===== src/rtl/regfile_wb_arbiter.sv =====
// Two-port writeback arbiter in front of a register file: round-robin grant between the
// ALU and load writeback paths, one registered write per cycle, writes to r0 counted and dropped.
module regfile_wb_arbiter #(
    parameter int DATA_WIDTH = 8,
    parameter int REG_WIDTH  = 8
) (
    input  logic                  clk,
    input  logic                  rst,
    input  logic                  hold,
    input  logic                  req0_valid,
    input  logic [REG_WIDTH-1:0]  req0_addr,
    input  logic [DATA_WIDTH-1:0] req0_data,
    output logic                  req0_ready,
    input  logic                  req1_valid,
    input  logic [REG_WIDTH-1:0]  req1_addr,
    input  logic [DATA_WIDTH-1:0] req1_data,
    output logic                  req1_ready,
    output logic                  rf_write_en,
    output logic [REG_WIDTH-1:0]  rf_write_addr,
    output logic [DATA_WIDTH-1:0] rf_write_data,
    output logic                  grant_id,
    output logic [7:0]            drop_cnt
);

    logic                  ptr;        // 0: requester 0 wins a tie, 1: requester 1 wins
    logic                  grant0;
    logic                  grant1;
    logic                  xfer;
    logic [REG_WIDTH-1:0]  sel_addr;
    logic [DATA_WIDTH-1:0] sel_data;

    // NOTE: every combinational output gets a default first so no path leaves it unassigned (no latch).
    always_comb begin
        grant0 = 1'b0;
        grant1 = 1'b0;
        if (!rst && !hold) begin
            if (req0_valid && (!req1_valid || !ptr))
                grant0 = 1'b1;
            else if (req1_valid)
                grant1 = 1'b1;
        end
    end

    assign req0_ready = grant0;
    assign req1_ready = grant1;
    assign xfer       = grant0 | grant1;
    assign sel_addr   = grant1 ? req1_addr : req0_addr;
    assign sel_data   = grant1 ? req1_data : req0_data;

    // NOTE: state is updated with non-blocking assignments so every register sees pre-edge values.
    always_ff @(posedge clk or posedge rst) begin
        if (rst) begin
            ptr           <= 1'b0;
            rf_write_en   <= 1'b0;
            rf_write_addr <= '0;
            rf_write_data <= '0;
            grant_id      <= 1'b0;
            drop_cnt      <= 8'd0;
        end else begin
            rf_write_en <= xfer && (sel_addr != '0);
            if (xfer) begin
                rf_write_addr <= sel_addr;
                rf_write_data <= sel_data;
                grant_id      <= grant1;
                ptr           <= grant0;   // point at whoever lost this round
                if (sel_addr == '0 && drop_cnt != 8'hFF)
                    drop_cnt <= drop_cnt + 8'd1;
            end
        end
    end

endmodule


===== config.mk =====
export PLATFORM = sky130hd
export DESIGN_NAME = regfile_wb_arbiter
export DESIGN_NICKNAME = d
export VERILOG_FILES = /design/src/rtl/regfile_wb_arbiter.sv
export SDC_FILE = /design/constraint.sdc
export NUM_CORES = 1
export LEC_CHECK = 0
export CAP_MARGIN = 20
export CELL_PAD_IN_SITES_DETAIL_PLACEMENT = 0
export CELL_PAD_IN_SITES_GLOBAL_PLACEMENT = 1
export CORE_MARGIN = 10
export CORE_UTILIZATION = 28
export DETAILED_ROUTE_END_ITERATION = 16
export GPL_ROUTABILITY_DRIVEN = 1
export GPL_TIMING_DRIVEN = 1
export PLACE_DENSITY = 0.75
export SYNTH_ARGS = -nofsm -noshare
export SYNTH_HDL_FRONTEND = slang
export SYNTH_SLANG_ARGS = --single-unit

===== constraint.sdc =====
create_clock -name clk -period 1.9 [get_ports clk]
set_input_delay 0.38 -clock clk [delete_from_list [all_inputs] [get_ports clk]]
set_output_delay 0.38 -clock clk [all_outputs]
set_load 0.05 [all_outputs]

# After elaboration in Yosys (flattened, before gate mapping)
# Cells that the tools add are included.
[op_classes]
n_addsub = 1
n_eq_ne = 1
bitwise = 1
n_mux = 7
reduce_logical = 12
[ops]
columns = ["cell", "count"]
rows = [
  ["two-way mux 8 bit", 2],
  ["adder 8 x 1 -> 8 bit, second input constant", 1],
  ["zero test 8 bit", 1],
  ["!= test 8 bit, second input constant", 1],
  ["nonzero test 8 bit", 1],
  ["two-way mux 1 bit", 5],
  ["logical AND 1 bit", 4],
  ["zero test 1 bit", 4],
  ["AND reduction 2 bit", 1],
  ["logical OR 1 bit", 1],
  ["OR 1 bit", 1],
]
[totals]
ff_bits = 27
out_inout_bits = 28

# Logic depth before layout (Yosys ltp)
[depth]
word_depth = 9
ltp_mapped = 6
depth_no_buf = 6

# Worst setup path after synthesis
# Ideal clock, no wire load.
[synth_timing]
kind = "input port to flip-flop"
from = "input req1_addr[2]"
to = "register drop_cnt[1]"
path_stages = 4
required_ns = 1.775
arrival_ns = 2.151
setup_ns = 0.125
slack_ns = -0.375
path_cell_list = "or4_1 > or4_4 > a211oi_4 > mux2_2"
[synth_via]
elab_chain_cells = 4
[synth_lines]
columns = ["element", "line_no", "rtl"]
rows = [
  ["start: declaration", "15", "input logic [REG_WIDTH-1:0] req1_addr,"],
  ["two-way mux 8 bit", "47", "assign sel_addr = grant1 ? req1_addr : req0_addr;"],
  ["zero test 8 bit", "66", "if (sel_addr == '0 && drop_cnt != 8'hFF)"],
  ["logical AND 1 bit", "66", ""],
  ["AND reduction 2 bit (no source line)", "--", ""],
  ["end signal: assignment", "67", "drop_cnt <= drop_cnt + 8'd1;"],
  ["end: declaration", "22", "output logic [7:0] drop_cnt"],
]
# No other way between the ends.
# A chain may end at the register's enable or synchronous reset.

# Worst setup path after layout
# Ends and elaborated chain as after synthesis.

==> flow_metrics.tcl <==
set metrics [dict create \
    status "complete, but fails checks" \
    violations "negative setup slack" \
    grt_use_total 0.110 \
    path_buf_inv 2 \
    p_clk_frac 0.200 \
    critPathSlowestCell "or4_4" \
    gp_congestion 0.744 \
    r2r_start "drop_cnt[0]" \
    synth_top_area_cell "dfrtp_1" \
    slowest_delay_ps 550 \
    ys.flop_type "dfrtp_1" \
    dp_slack_ps -836 \
    portBuffers 64 \
    worstPathRequired_ps 2070 \
    ios 65 \
    core.rowCount 24 \
    synth_most_common_cell "dfrtp_1" \
    n_fill_cell 416 \
    fp.coreArea_um2 4320 \
    ctsHoldBuffers 0 \
    rsz0062_at_grt "true" \
    drt-initial-drc-count 45 \
    cp_data_arrival_time_ps 2230 \
    final_util 0.487 \
    p_int_mw 1.02 \
    design_area_um2 2110 \
    antenna_found_initial 0 \
    tightest_slew_ps 505 \
    irDropWorstVdd_uv 389 \
    synth_edf_count 0 \
    fin_cells 250 \
    dr.pass1.iters 4 \
    slew_headroom 0.662 \
    power.density_nw_per_um2 767 \
    grt_max_degree 31 \
    dp_hpwl_um 3190 \
    yosysUniqueCellTypes 26 \
    die_h_um 86.6 \
    cpLargestDelayFamily "simple AND/OR/NAND/NOR gates" \
    drc_errors 0 \
    detail-route-antenna-nets 0 \
    cts_root_buf "clkbuf_8" \
    synth-seq-cells 27 \
    overflow 0 \
    setup_viol 8 \
    post-place-cells 243 \
    diodes 0 \
    timing.hold.ws_ps 143 \
    yosysWarnings 0 \
    critPathMaxFanout 2 \
    yosysSeqAreaShare 0.544 \
    critPathMostFrequentCell "or4_4" \
    synth_common_cells "dfrtp_1 (27), nand2_1 (19), o21ai_0 (13), mux2i_1 (8)" \
    drive_gt1_frac 0.343 \
    p_sw_uw 596 \
    finalHoldViolCount 0 \
    syn_inst 117 \
    cts_tree "done" \
    clk_pin_slew_ps 90 \
    area_delta_synth_final_pct 69.5 \
    p_sw_frac 0.369 \
    path_class "input port to register" \
    vias 1195 \
    avgViaCountPerCell 4.78 \
    synth_area_um2 1240 \
    die_w_um 86.6 \
    layout_setup_ws_ps -162 \
    fin_crit_sh 1.09 \
    grt_pass1_vias 1353 \
    cts_buffers 3 \
    nets 237 \
    clk_latency_ps 270 \
    power_leakage_nw 1.06 \
    die-area_um2 7500 \
    cp-end-kind "register" \
    yosys-top-cells-area "dfrtp_1 (54%), mux2i_1 (6.4%), nand2_1 (5.7%)" \
    final.setup_skew_ps 5.01 \
    fin_crit_ps 2060 \
    drv_cap 0 \
    syn_nets 155 \
    cts.sinks 27 \
    clk_path_buf_depth 2 \
    p_seq_frac 0.427 \
    async_flop_share 1.00 \
    drt_wl_total_um 4000 \
    grt_pass1_wl_um 6620 \
    cp-startpoint "req1_addr[2]" \
    slew_viol_final 0 \
    placed_area_um2 2030 \
    combPwrFrac 0.372 \
    critPathLaunchType "input port" \
    crit_chain "buf_6 > or4_4 > or4_4 > a211oi_4 > buf_4 > mux2_4" \
    htreeDepth 1 \
    postSynthAreaPerCell_um2 10.6 \
    initial_core_util 0.287 \
    fmax_mhz 485 \
    min_path_type "input port to async pin" \
    wire_per_inst_um 16.0 \
    synth_top_area_share 0.544 \
]
## tightest hold or removal path, delay by kind of cell
kind	cells	cell delay, ps
buffers and inverters	3	430
## layout make-up
class,count,area (um^2),area share
Timing Repair Buffer,82,728,0.346
Tap cell,52,65.1,0.0309
Clock inverter,1,5.00,0.00238
Inverter,6,26.3,0.0125
Clock buffer,3,41.3,0.0196
Sequential cell,27,676,0.321
Multi-Input combinational cell,79,564,0.268
## metrics by stage
stage | TNS (ps) | power, mW
after floorplan | -2360 | 1.03
after global placement | -14010 | 1.30
after detailed placement | -14350 | 1.30
after CTS | -1250 | 1.63
after global routing | -1440 | 1.70
final | -998 | 1.62
## power by group through the flow
stage	logic (mW)	registers (mW)	clock network, mW
2_1_floorplan	0.113	0.922	0
3_3_place_gp	0.600	0.695	0
3_5_place_dp	0.607	0.696	0
4_1_cts	0.607	0.690	0.337
5_1_grt	0.641	0.697	0.360
6_report	0.601	0.690	0.324
## layer usage
metal	share of wire	wire length, um	vias up	global-route usage
li1	-	-	582	-
met1	0.42	1680	566	0.123
met2	0.48	1930	43	0.184
met3	0.079	318	4	0.0375
met4	0.019	78	0	0.0530
met5	0	0	-	0
## cells in the final DEF, fill, tap and decap left out, drive strengths merged, types with 2 or more instances in the layout
cell,count
inv,5
dfrtp,27
clkdlybuf4s50,28
nand4,4
nor4,2
nand2,19
mux2i,8
a222oi,4
o22ai,4
clkbuf,6
or4,3
nor2,2
xnor2,6
and3,4
o21ai,13
buf,49
## final timing paths
path	end	cells past startpoint	slack (ps)
worst max-delay path	drop_cnt[1]	6	-160
worst min-delay path	rf_write_data[5]	3	140
worst max register to register	drop_cnt[1]	6	90
worst min register to register	rf_write_addr[6]	2	490
max in group asynchronous	rf_write_addr[4]	4	1350
min in group clk	rf_write_addr[5]	3	420
## cell families (layout without fill, tap and decap cells)
group | count (synthesis) | count (layout) | synth area share
AOI/OAI and AO/OA | 24 | 24 | 0.134
xor gates and xnor gates | 7 | 7 | 0.0493
adders and majority gates | 1 | 1 | 0.0101
buffers and inverters | 11 | 92 | 0.0332
DFF | 27 | 27 | 0.544
muxes | 9 | 9 | 0.0735
and+or+nand+nor | 38 | 38 | 0.156
## timing repair
action	CTS	global route
pin swaps	8	7
setup buffers	3	0
setup endpoints to repair	26	9
hold endpoints to repair	0	0
gates resized for setup	43	9
## state kept, by name (all words and copies together) (netlist names)
register	flops
rf_write_addr	8
grant_id	1
ptr	1
rf_write_en	1
drop_cnt	8
rf_write_data	8
No activity file was read; power rests on OpenSTA's default activity.
